===== src/rtl/dp_issue_pkg.sv =====
// dp_issue_pkg: opcode and condition encodings, flag bit positions shared by the issue stage
package dp_issue_pkg;
  typedef enum logic [3:0] {
    OP_AND, OP_EOR, OP_SUB, OP_RSB, OP_ADD, OP_ADC, OP_SBC, OP_RSC,
    OP_TST, OP_TEQ, OP_CMP, OP_CMN, OP_ORR, OP_MOV, OP_BIC, OP_MVN
  } op_t;
  typedef enum logic [3:0] {
    C_EQ, C_NE, C_CS, C_CC, C_MI, C_PL, C_VS, C_VC,
    C_HI, C_LS, C_GE, C_LT, C_GT, C_LE, C_AL, C_NV
  } cond_t;
  localparam int N_BIT = 3;
  localparam int Z_BIT = 2;
  localparam int C_BIT = 1;
  localparam int V_BIT = 0;
  function automatic logic is_test(input op_t op);
    return op inside {OP_TST, OP_TEQ, OP_CMP, OP_CMN};
  endfunction
endpackage


===== src/rtl/dp_cond_check.sv =====
// dp_cond_check: ARM condition field evaluated against {N,Z,C,V}
//   i_cond : instr[31:28]
//   i_nzcv : current flags
//   o_pass : instruction executes
module dp_cond_check
  import dp_issue_pkg::*;
(
  input  logic [3:0] i_cond,
  input  logic [3:0] i_nzcv,
  output logic       o_pass
);
  logic w_n, w_z, w_c, w_v;
  assign w_n = i_nzcv[N_BIT];
  assign w_z = i_nzcv[Z_BIT];
  assign w_c = i_nzcv[C_BIT];
  assign w_v = i_nzcv[V_BIT];
  always_comb begin
    case (cond_t'(i_cond))
      C_EQ:    o_pass = w_z;
      C_NE:    o_pass = !w_z;
      C_CS:    o_pass = w_c;
      C_CC:    o_pass = !w_c;
      C_MI:    o_pass = w_n;
      C_PL:    o_pass = !w_n;
      C_VS:    o_pass = w_v;
      C_VC:    o_pass = !w_v;
      C_HI:    o_pass = w_c & !w_z;
      C_LS:    o_pass = !w_c | w_z;
      C_GE:    o_pass = w_n == w_v;
      C_LT:    o_pass = w_n != w_v;
      C_GT:    o_pass = !w_z & (w_n == w_v);
      C_LE:    o_pass = w_z | (w_n != w_v);
      C_AL:    o_pass = 1'b1;
      default: o_pass = 1'b0;
    endcase
  end
endmodule


===== src/rtl/dp_issue.sv =====
// dp_issue: decode/issue stage for ARM data-processing instructions feeding a combinational ALU
//   instr_valid/instr/instr_ready : instruction handshake (D)
//   rn_addr/rm_addr, rn_data/rm_data : register-file read port (combinational)
//   operand_a/operand_b/alu_control/alu_valid : registered ALU inputs (E)
//   result/nzcv/result_writeback/nzcv_writeback : ALU outputs
//   rd_we/rd_addr/rd_data : register-file write port (W)
//   nzcv_q : CPSR flags, illegal : pulse when an unsupported encoding is dropped
module dp_issue
  import dp_issue_pkg::*;
#(
  parameter logic [3:0] RESET_NZCV   = 4'b0000,
  parameter bit         DROP_ILLEGAL = 1'b1
) (
  input  logic        clk,
  input  logic        reset,
  input  logic        instr_valid,
  input  logic [31:0] instr,
  output logic        instr_ready,
  output logic [3:0]  rn_addr,
  output logic [3:0]  rm_addr,
  input  logic [31:0] rn_data,
  input  logic [31:0] rm_data,
  output logic [31:0] operand_a,
  output logic [31:0] operand_b,
  output logic [3:0]  alu_control,
  output logic        alu_valid,
  input  logic [31:0] result,
  input  logic [3:0]  nzcv,
  input  logic        result_writeback,
  input  logic        nzcv_writeback,
  output logic        rd_we,
  output logic [3:0]  rd_addr,
  output logic [31:0] rd_data,
  output logic [3:0]  nzcv_q,
  output logic        illegal
);
  op_t         w_op, r_op;
  logic        w_sup, w_use_rn, w_use_rm, w_pass, w_e_wr, w_e_fl, w_haz, w_acc, w_issue;
  logic [4:0]  w_sh;
  logic [31:0] w_imm, w_rot, r_opa, r_opb, r_rd_data;
  logic [3:0]  r_rd, r_rd_addr, r_nzcv;
  logic        r_s, r_alu_valid, r_rd_we, r_illegal;
  assign w_op     = op_t'(instr[24:21]);
  assign w_sup    = instr[27:26] == 2'b00 && (instr[25] || instr[11:4] == 8'h00);
  assign w_use_rn = !(w_op inside {OP_MOV, OP_MVN});
  assign w_use_rm = !instr[25];
  assign rn_addr  = instr[19:16];
  assign rm_addr  = instr[3:0];
  // rotate right by 2*rot; a zero shift makes the left term vanish
  assign w_imm = {24'h0, instr[7:0]};
  assign w_sh  = {instr[11:8], 1'b0};
  assign w_rot = (w_imm >> w_sh) | (w_imm << (6'd32 - {1'b0, w_sh}));
  dp_cond_check u_cond (
    .i_cond (instr[31:28]),
    .i_nzcv (r_nzcv),
    .o_pass (w_pass)
  );
  assign w_e_wr = r_alu_valid & result_writeback;
  assign w_e_fl = r_alu_valid & nzcv_writeback & (r_s | is_test(r_op));
  // no forwarding: any source still in flight in E or W stalls, as does a conditional behind a flag writer
  assign w_haz = w_sup & (
      (w_e_wr  & ((w_use_rn & r_rd == rn_addr)      | (w_use_rm & r_rd == rm_addr))) |
      (r_rd_we & ((w_use_rn & r_rd_addr == rn_addr) | (w_use_rm & r_rd_addr == rm_addr))) |
      (w_e_fl  & cond_t'(instr[31:28]) != C_AL));
  assign instr_ready = !reset & !w_haz & (DROP_ILLEGAL | w_sup);
  assign w_acc       = instr_valid & instr_ready;
  assign w_issue     = w_acc & w_sup & w_pass;
  always_ff @(posedge clk) begin
    if (reset) begin
      r_alu_valid <= 1'b0;
      r_rd_we     <= 1'b0;
      r_illegal   <= 1'b0;
      r_nzcv      <= RESET_NZCV;
      r_opa       <= '0;
      r_opb       <= '0;
      r_op        <= OP_AND;
      r_s         <= 1'b0;
      r_rd        <= '0;
      r_rd_addr   <= '0;
      r_rd_data   <= '0;
    end else begin
      r_alu_valid <= w_issue;
      r_illegal   <= w_acc & !w_sup;
      r_rd_we     <= r_alu_valid & result_writeback;
      if (w_issue) begin
        r_opa <= rn_data;
        r_opb <= instr[25] ? w_rot : rm_data;
        r_op  <= w_op;
        r_s   <= instr[20];
        r_rd  <= instr[15:12];
      end
      if (r_alu_valid) begin
        r_rd_addr <= r_rd;
        r_rd_data <= result;
      end
      if (w_e_fl) r_nzcv <= nzcv;
    end
  end
  assign operand_a   = r_opa;
  assign operand_b   = r_opb;
  assign alu_control = r_op;
  assign alu_valid   = r_alu_valid;
  assign rd_we       = r_rd_we;
  assign rd_addr     = r_rd_addr;
  assign rd_data     = r_rd_data;
  assign nzcv_q      = r_nzcv;
  assign illegal     = r_illegal;
endmodule


===== config.mk =====
export PLATFORM = sky130hd
export DESIGN_NAME = dp_issue
export DESIGN_NICKNAME = d
export VERILOG_FILES = /design/src/rtl/dp_issue_pkg.sv /design/src/rtl/dp_cond_check.sv /design/src/rtl/dp_issue.sv
export SDC_FILE = /design/constraint.sdc
export NUM_CORES = 1
export LEC_CHECK = 0
export BUFFER_PORTS_ARGS = -buffer_cell sky130_fd_sc_hd__clkbuf_2
export CAP_MARGIN = 40
export CELL_PAD_IN_SITES_DETAIL_PLACEMENT = 1
export CELL_PAD_IN_SITES_GLOBAL_PLACEMENT = 2
export CORE_UTILIZATION = 28
export DETAILED_ROUTE_END_ITERATION = 7
export PLACE_DENSITY = 0.86
export SYNTH_ARGS = -nofsm -noshare
export SYNTH_HDL_FRONTEND = slang
export SYNTH_HIERARCHICAL = 1
export SYNTH_SLANG_ARGS = --single-unit

===== constraint.sdc =====
create_clock -name clk -period 8.9 [get_ports clk]
set_clock_uncertainty 0.2 [all_clocks]
set_input_delay 2.67 -clock clk [delete_from_list [all_inputs] [get_ports clk]]
set_output_delay 2.67 -clock clk [all_outputs]
set_load 0.05 [all_outputs]

==> metrics, run 1 <==
worst-path fanout max=33; cell taking the most area after synthesis=dfxtp_1; clock root buffer=clkbuf_16; Cell Rows=52; CTS Hold Bufs=0; asr flop ratio synth=0%; overall global routing resource usage=21.4%; Avg Vias per Cell=5.13; CTS Sinks=116; Post-synth top flop=dfxtp_1; fmax=129 MHz; Buffers on Ports=256; DRC=0; initial core utilization=28.6%; post-synth cell types=64; Reg2Reg Capture Point=operand_b[3]; CP max-delay cell=or3_1; flop2flop setup slack=5.56 ns; WP data arrival=4.90 ns; CP endpoint kind=output pin; Req. time, crit path=6.03 ns; post-DP HPWL=16200 um; Setup Buffers After CTS=0; Post-synth EDFFs=0; Num CTS Buffers=17; path depth of the worst reg2reg path=7; synthesis-stage register bit count=116; Tcrit/Tclk final=87.3%; Die Ht=146 um; Layout Nets=1040; Synth warnings=6; count of final setup violators=0; drt initial violations=305; fill count=2513; last element of the critical path=instr_ready; routability cong.=0.884; Post-CTS Resized=0; DRT antenna net count=0; clk slew on worst S/H paths=0.06 ns; HP Class=flop to flop; first-pass GRT wire length=35300 um; Setup Crit Path Kind=input pin to output pin; Slew HR=45.6%; MaxCap Viol Count=0; register area share after synthesis=39.9%; Post-Syn Area=0.00581 mm^2; run status=finished, final reports clean; RSZ-0062 raised after global routing=no; share of cells above drive strength 1=34.1%; Skew-Pair Late Insertion Delay=0.41 ns; TritonRoute pass-1 iters=7; Pwr Density=179 mW/mm^2; Synth Net Count=833; grt total ovfl=0; CTS HTree Levels=4; Die W=146 um; Setup crit start=instr[8]; Largest stage delay, worst path=0.40 ns; Reg-to-Reg Start=alu_valid; largest net degree at the start of global routing=61; Final Max Slew Viols=0; vias in the first global route=6152; DR vias=6090; I/O pin cnt=257; Worst Max-Slew Pin Slew=0.816 ns; top post-synthesis cells by area=dfxtp_1, mux2i_1, a21oi_1; final setup TNS=0 ns; Die ar.=0.0213 mm^2; initial antenna violation count=2; Hold Vio Cnt, Final=0; Cells after Synth=695; Inst Count DP=1153; Lkg Pwr=3.25 nW; CTS tree=built; clock buffer depth=2; Wirelength per Cell=19.1 um; Worst VDD drop=0.140 mV; syn_area_per_cell=8.37 um^2; type of origin of the critical path=input pin; Synth top area share=39.9%; final non-filler cell total=1186; drt total wl=22600 um; Core Area=0.0203 mm^2; Area Growth Syn to Fin=32.6%; Final min period=7.77 ns; critical path cell sequence=clkbuf_2 > inv_1 > ha_1 > nand2b_1 > or3_1 > nand2_1 > nand2_1 > a21o_1 > clkbuf_2; min-delay src=operand_b[7]
[cells by family (layout without fill, tap and decap cells)]
family / Yosys count / count (layout) / synth area share (%)
compound gates: 219 / 219 / 23.5
xor+xnor: 19 / 19 / 2.99
fa+ha+maj: 1 / 1 / 0.215
buf+inv: 89 / 309 / 7.27
flops: 116 / 116 / 39.9
mux: 55 / 55 / 9.62
other cells: 0 / 1 / 0
simple gates: 196 / 196 / 16.5
[routing by layer]
metal	part of all wire (%)	track usage, %	up-vias	wire (um)
met5	0	0	-	0
met4	2.2	7.81	0	496
met3	6.6	5.72	30	1500
met2	47	35.5	220	10700
met1	44	26.5	2907	9890
li1	-	-	2933	-
[worst min path at each step]
stage | cells past startpoint | slack (ns) | endpoint
2_1_floorplan | 2 | 0.25 | r_s
6_report | 2 | 0.26 | operand_b[7]
3_5_place_dp | 2 | 0.25 | operand_b[6]
4_1_cts | 2 | 0.26 | operand_b[7]
5_1_grt | 2 | 0.29 | operand_b[7]
3_3_place_gp | 2 | 0.25 | operand_b[7]
[critical path, delay by kind of cell]
| family | cells | cell delay (ns) |
|---|---|---|
| adder cells (fa/ha/maj) | 1 | 0.35 |
| buffers and inverters | 3 | 0.96 |
| AND/OR/NAND/NOR | 4 | 0.74 |
| AO/OA/AOI/OAI | 1 | 0.17 |
[per-stage QoR]
step                util (%)  setup slack, ns  power (mW)  hold slack, ns  area, um^2
finish                  38.0             1.13        1.38           0.264        7710
global route            38.0            0.994        1.44           0.295        7710
CTS                     38.0             1.17        1.40           0.265        7700
detailed placement      35.1             1.18       0.718           0.252        7130
global placement        35.1             1.22       0.716           0.246        7120
floorplan                  -             1.47       0.651           0.254        5810
[synth_stat cells, types with 3 or more instances]
| cell | n |
|---|---|
| dfxtp_1 | 116 |
| a21oi_1 | 78 |
| nor2_1 | 58 |
| nand3_1 | 57 |
| o21ai_0 | 56 |
| mux2i_1 | 51 |
| clkbuf_1 | 47 |
| a211oi_1 | 26 |
| nand2_1 | 23 |
| nor3_1 | 14 |
| xor2_1 | 13 |
| inv_1 | 11 |
| buf_2 | 10 |
| buf_4 | 10 |
| a22oi_1 | 7 |
| nand4_1 | 7 |
| o211ai_1 | 7 |
| and3_1 | 6 |
| buf_6 | 5 |
| xnor2_1 | 5 |
| a311oi_2 | 4 |
| a31oi_1 | 4 |
| a32oi_1 | 4 |
| buf_1 | 4 |
| nand2b_1 | 4 |
| nor2b_1 | 4 |
| a211o_1 | 3 |
| a21boi_0 | 3 |
| a221oi_1 | 3 |
| mux2_2 | 3 |
| nor3b_1 | 3 |
| nor4_1 | 3 |
| o2bb2ai_1 | 3 |
| or2_2 | 3 |
| or3_1 | 3 |
[registers in the layout, indices dropped and copies added, names as in the netlist]
signal       cells
nzcv_q           4
rd_data         32
r_s              1
operand_b       32
alu_control      4
operand_a       32
alu_valid        1
rd_addr          4
rd_we            1
r_rd             4
illegal          1
[power breakdown]
part           switching (mW)  internal [mW]
Clock                   0.255          0.417
Sequential            0.00288          0.525
Combinational           0.121         0.0588
[area by class of cell]
class	count	area [um^2]	share of cell area, %
multi-input combinational	490	3070	39.9
sequential	116	2320	30.1
timing repair buffer	264	1340	17.4
clock buffer	19	443	5.75
tap	270	338	4.38
clock inverter	13	135	1.75
inverter	13	50.0	0.649
antenna	1	2.50	0.0325
[layout by cell type (no fill, tap or decap), types with 3 or more instances in the layout]
master / instances
a22oi_1: 7
a21oi_1: 78
o2bb2ai_1: 3
o21ai_0: 56
nand2b_1: 4
xor2_1: 13
mux2i_1: 51
mux2_2: 3
nand3_1: 57
a21boi_0: 3
nor2_1: 58
nand4_1: 7
xnor2_1: 5
buf_4: 9
inv_1: 11
nor3_1: 14
dfxtp_1: 115
a211o_1: 3
nor4_1: 3
and3_1: 5
a221oi_1: 3
a31oi_1: 4
or2_2: 3
clkbuf_2: 255
a311oi_2: 4
clkinv_2: 5
clkbuf_16: 17
nand2_1: 23
clkinvlp_4: 5
a32oi_1: 4
nor2b_1: 4
or3_1: 3
a211oi_1: 26
o211ai_1: 7
nor3b_1: 3
Note: power is estimated with default switching activity, not from simulation.
==> inputs of run 2 (changes only) <==
- CORE_ASPECT_RATIO: not set -> 2
- PLACE_DENSITY: 0.86 -> not set
- PLACE_DENSITY_LB_ADDON: not set -> 0.25
==> metrics, run 2 (synthesized netlist as in run 1, its figures left out) <==
global route hottest layer=met2; TritonRoute pass-1 iters=6 (-1); CTS Hold Bufs=0 (unchanged); Die ar.=0.0214 mm^2 (+0.17%); I/O pin cnt=257 (unchanged); post-DP HPWL=17600 um (+8.6%); Worst Max-Slew Pin Slew=0.908 ns (+0.0922 ns); total power=1.39 mW (+1.1%); Final Max Slew Viols=0 (unchanged); global routing met3 resource utilization=3.45% (-2.3 points); clock root buffer=clkbuf_16; CTS Sinks=116 (unchanged); Req. time, crit path=6.03 ns (about the same); share of cells above drive strength 1=34.2% (+0.14 points); drt initial violations=141 (-54%); HP Class=flop to flop; WP data arrival=4.49 ns (-0.41 ns); first-pass GRT wire length=36000 um (+2.1%); Tcrit/Tclk final=82.7% (-4.6 points); routability cong.=0.882 (-0.24%); Reg-to-Reg Start=nzcv_q[3]; Wirelength per Cell=20.0 um (+4.7%); min-delay src=operand_a[4]; grt total ovfl=0 (unchanged); Num CTS Buffers=17 (unchanged); hold_ws=0.275 ns (+0.0112 ns); Buffers on Ports=256 (unchanged); Setup Crit Path Kind=input pin to output pin; critical path cell sequence=clkbuf_2 > inv_1 > ha_1 > nand2b_1 > or3_1 > nand2_1 > nand2_1 > a21o_1 > clkbuf_2; MaxCap Viol Count=0 (unchanged); CTS tree=built; worst-path fanout max=8 (-76%); Post-CTS Resized=0 (unchanged); RSZ-0062 raised after global routing=no; drt total wl=23600 um (+4.5%); fill count=2532 (+0.76%); overall global routing resource usage=22.2% (+0.86 points); vias in the first global route=6195 (+0.70%); final setup TNS=0 ns (unchanged); DRC=0 (unchanged); clk slew on worst S/H paths=0.06 ns (about the same); Reg2Reg Capture Point=operand_b[29]; initial core utilization=28.5% (-0.099 points); Layout Nets=1042 (+0.19%); count of final setup violators=0 (unchanged); commonest non-fill, non-tap cell in the layout=clkbuf_2; fmax=136 MHz (+5.6%); path depth of the worst reg2reg path=9 (+2); Final min period=7.36 ns (-0.410 ns); Avg Vias per Cell=5.18 (+0.86%); Slew HR=39.5% (-6.1 points); CTS HTree Levels=4 (unchanged); Skew-Pair Late Insertion Delay=0.41 ns (about the same); most frequent cells in the layout=clkbuf_2, dfxtp_1, a21oi_1; Core Area=0.0204 mm^2 (+0.34%); Largest stage delay, worst path=0.38 ns (-0.02 ns); Cell Rows=74 (+42%); initial antenna violation count=0 (-2); CP max-delay cell=or3_1; Setup Buffers After CTS=0 (unchanged); Hold Path End=operand_a[4]; grt met1 use=23.7% (-2.8 points); Hold Vio Cnt, Final=0 (unchanged); Worst Hold Depth=2 (unchanged); Pwr Density=180 mW/mm^2 (+0.64%); DR vias=6127 (+0.61%); CP endpoint kind=output pin; Area Growth Syn to Fin=33.2%; clock buffer depth=2 (unchanged); type of origin of the critical path=input pin; met2 GRT Util=41.5% (+6.0 points); Die W=104 um (-29%); Die Ht=206 um (+41%); largest net degree at the start of global routing=72 (+18%); Worst VDD drop=0.0729 mV (-48%); DRT antenna net count=0 (unchanged); antenna diode count=0 (-1); flop2flop setup slack=5.46 ns (-0.10 ns); run status=finished, final reports clean; Lkg Pwr=3.27 nW (+0.65%)
[run 2: cell count changes in the layout (fill, tap and decap cells not counted)]
cell and change:
buf_16 +1, buf_4 +1, clkinv_2 -1, diode_2 -1
inv_6 +1, clkinv_4 -1, clkbuf_8 +1
[run 2: critical path: cells and delay by family]
family	cells	cell delay, ns
simple gates	4	0.76
buf+inv	3	0.53
fa+ha+maj	1	0.34
compound gates	1	0.18
[run 2: final cells by class]
type	count	area [um^2]	share of cell area [%]
Clock buffer	20	457	5.90
Tap cell	266	333	4.30
Clock inverter	12	130	1.68
Timing Repair Buffer	266	1380	17.8
Sequential cell	116	2320	30.0
Multi-Input combinational cell	490	3070	39.7
Inverter	13	50.0	0.646
[run 2: report_power, final]
group / switching (mW) / internal [mW] / total [mW]
Combinational: 0.124 / 0.0604 / 0.184
Sequential: 0.00323 / 0.525 / 0.528
Clock: 0.256 / 0.426 / 0.682
[run 2: layer usage]
| layer | part of all wire [%] | wire [um] |
|---|---|---|
| met2 | 54 | 12700 |
| met1 | 38 | 9040 |
| met5 | 0 | 0 |
| met4 | 3.8 | 903 |
| met3 | 4.1 | 969 |
[run 2: worst max-delay path by stage]
stage / end / slack [ns] / cells past startpoint / startpoint
CTS: instr_ready / 1.53 / 9 / instr[8]
global placement: instr_ready / 1.59 / 9 / instr[9]
floorplan: instr_ready / 1.47 / 10 / instr[8]
detailed placement: instr_ready / 1.55 / 9 / instr[8]
finish: instr_ready / 1.54 / 9 / instr[8]
global route: instr_ready / 1.36 / 9 / instr[8]
[run 2: stage by stage]
step / utilization, % / cell area, um^2 / worst slack [ns] / std cells
after floorplan: - / 5810 / 1.47 / 695
after global placement: 35.0 / 7120 / 1.59 / 1149
after detailed placement: 35.1 / 7160 / 1.55 / 1151
after CTS: 38.0 / 7740 / 1.53 / 1183
after global routing: 38.0 / 7740 / 1.36 / 1183
final: 38.0 / 7740 / 1.54 / 1183
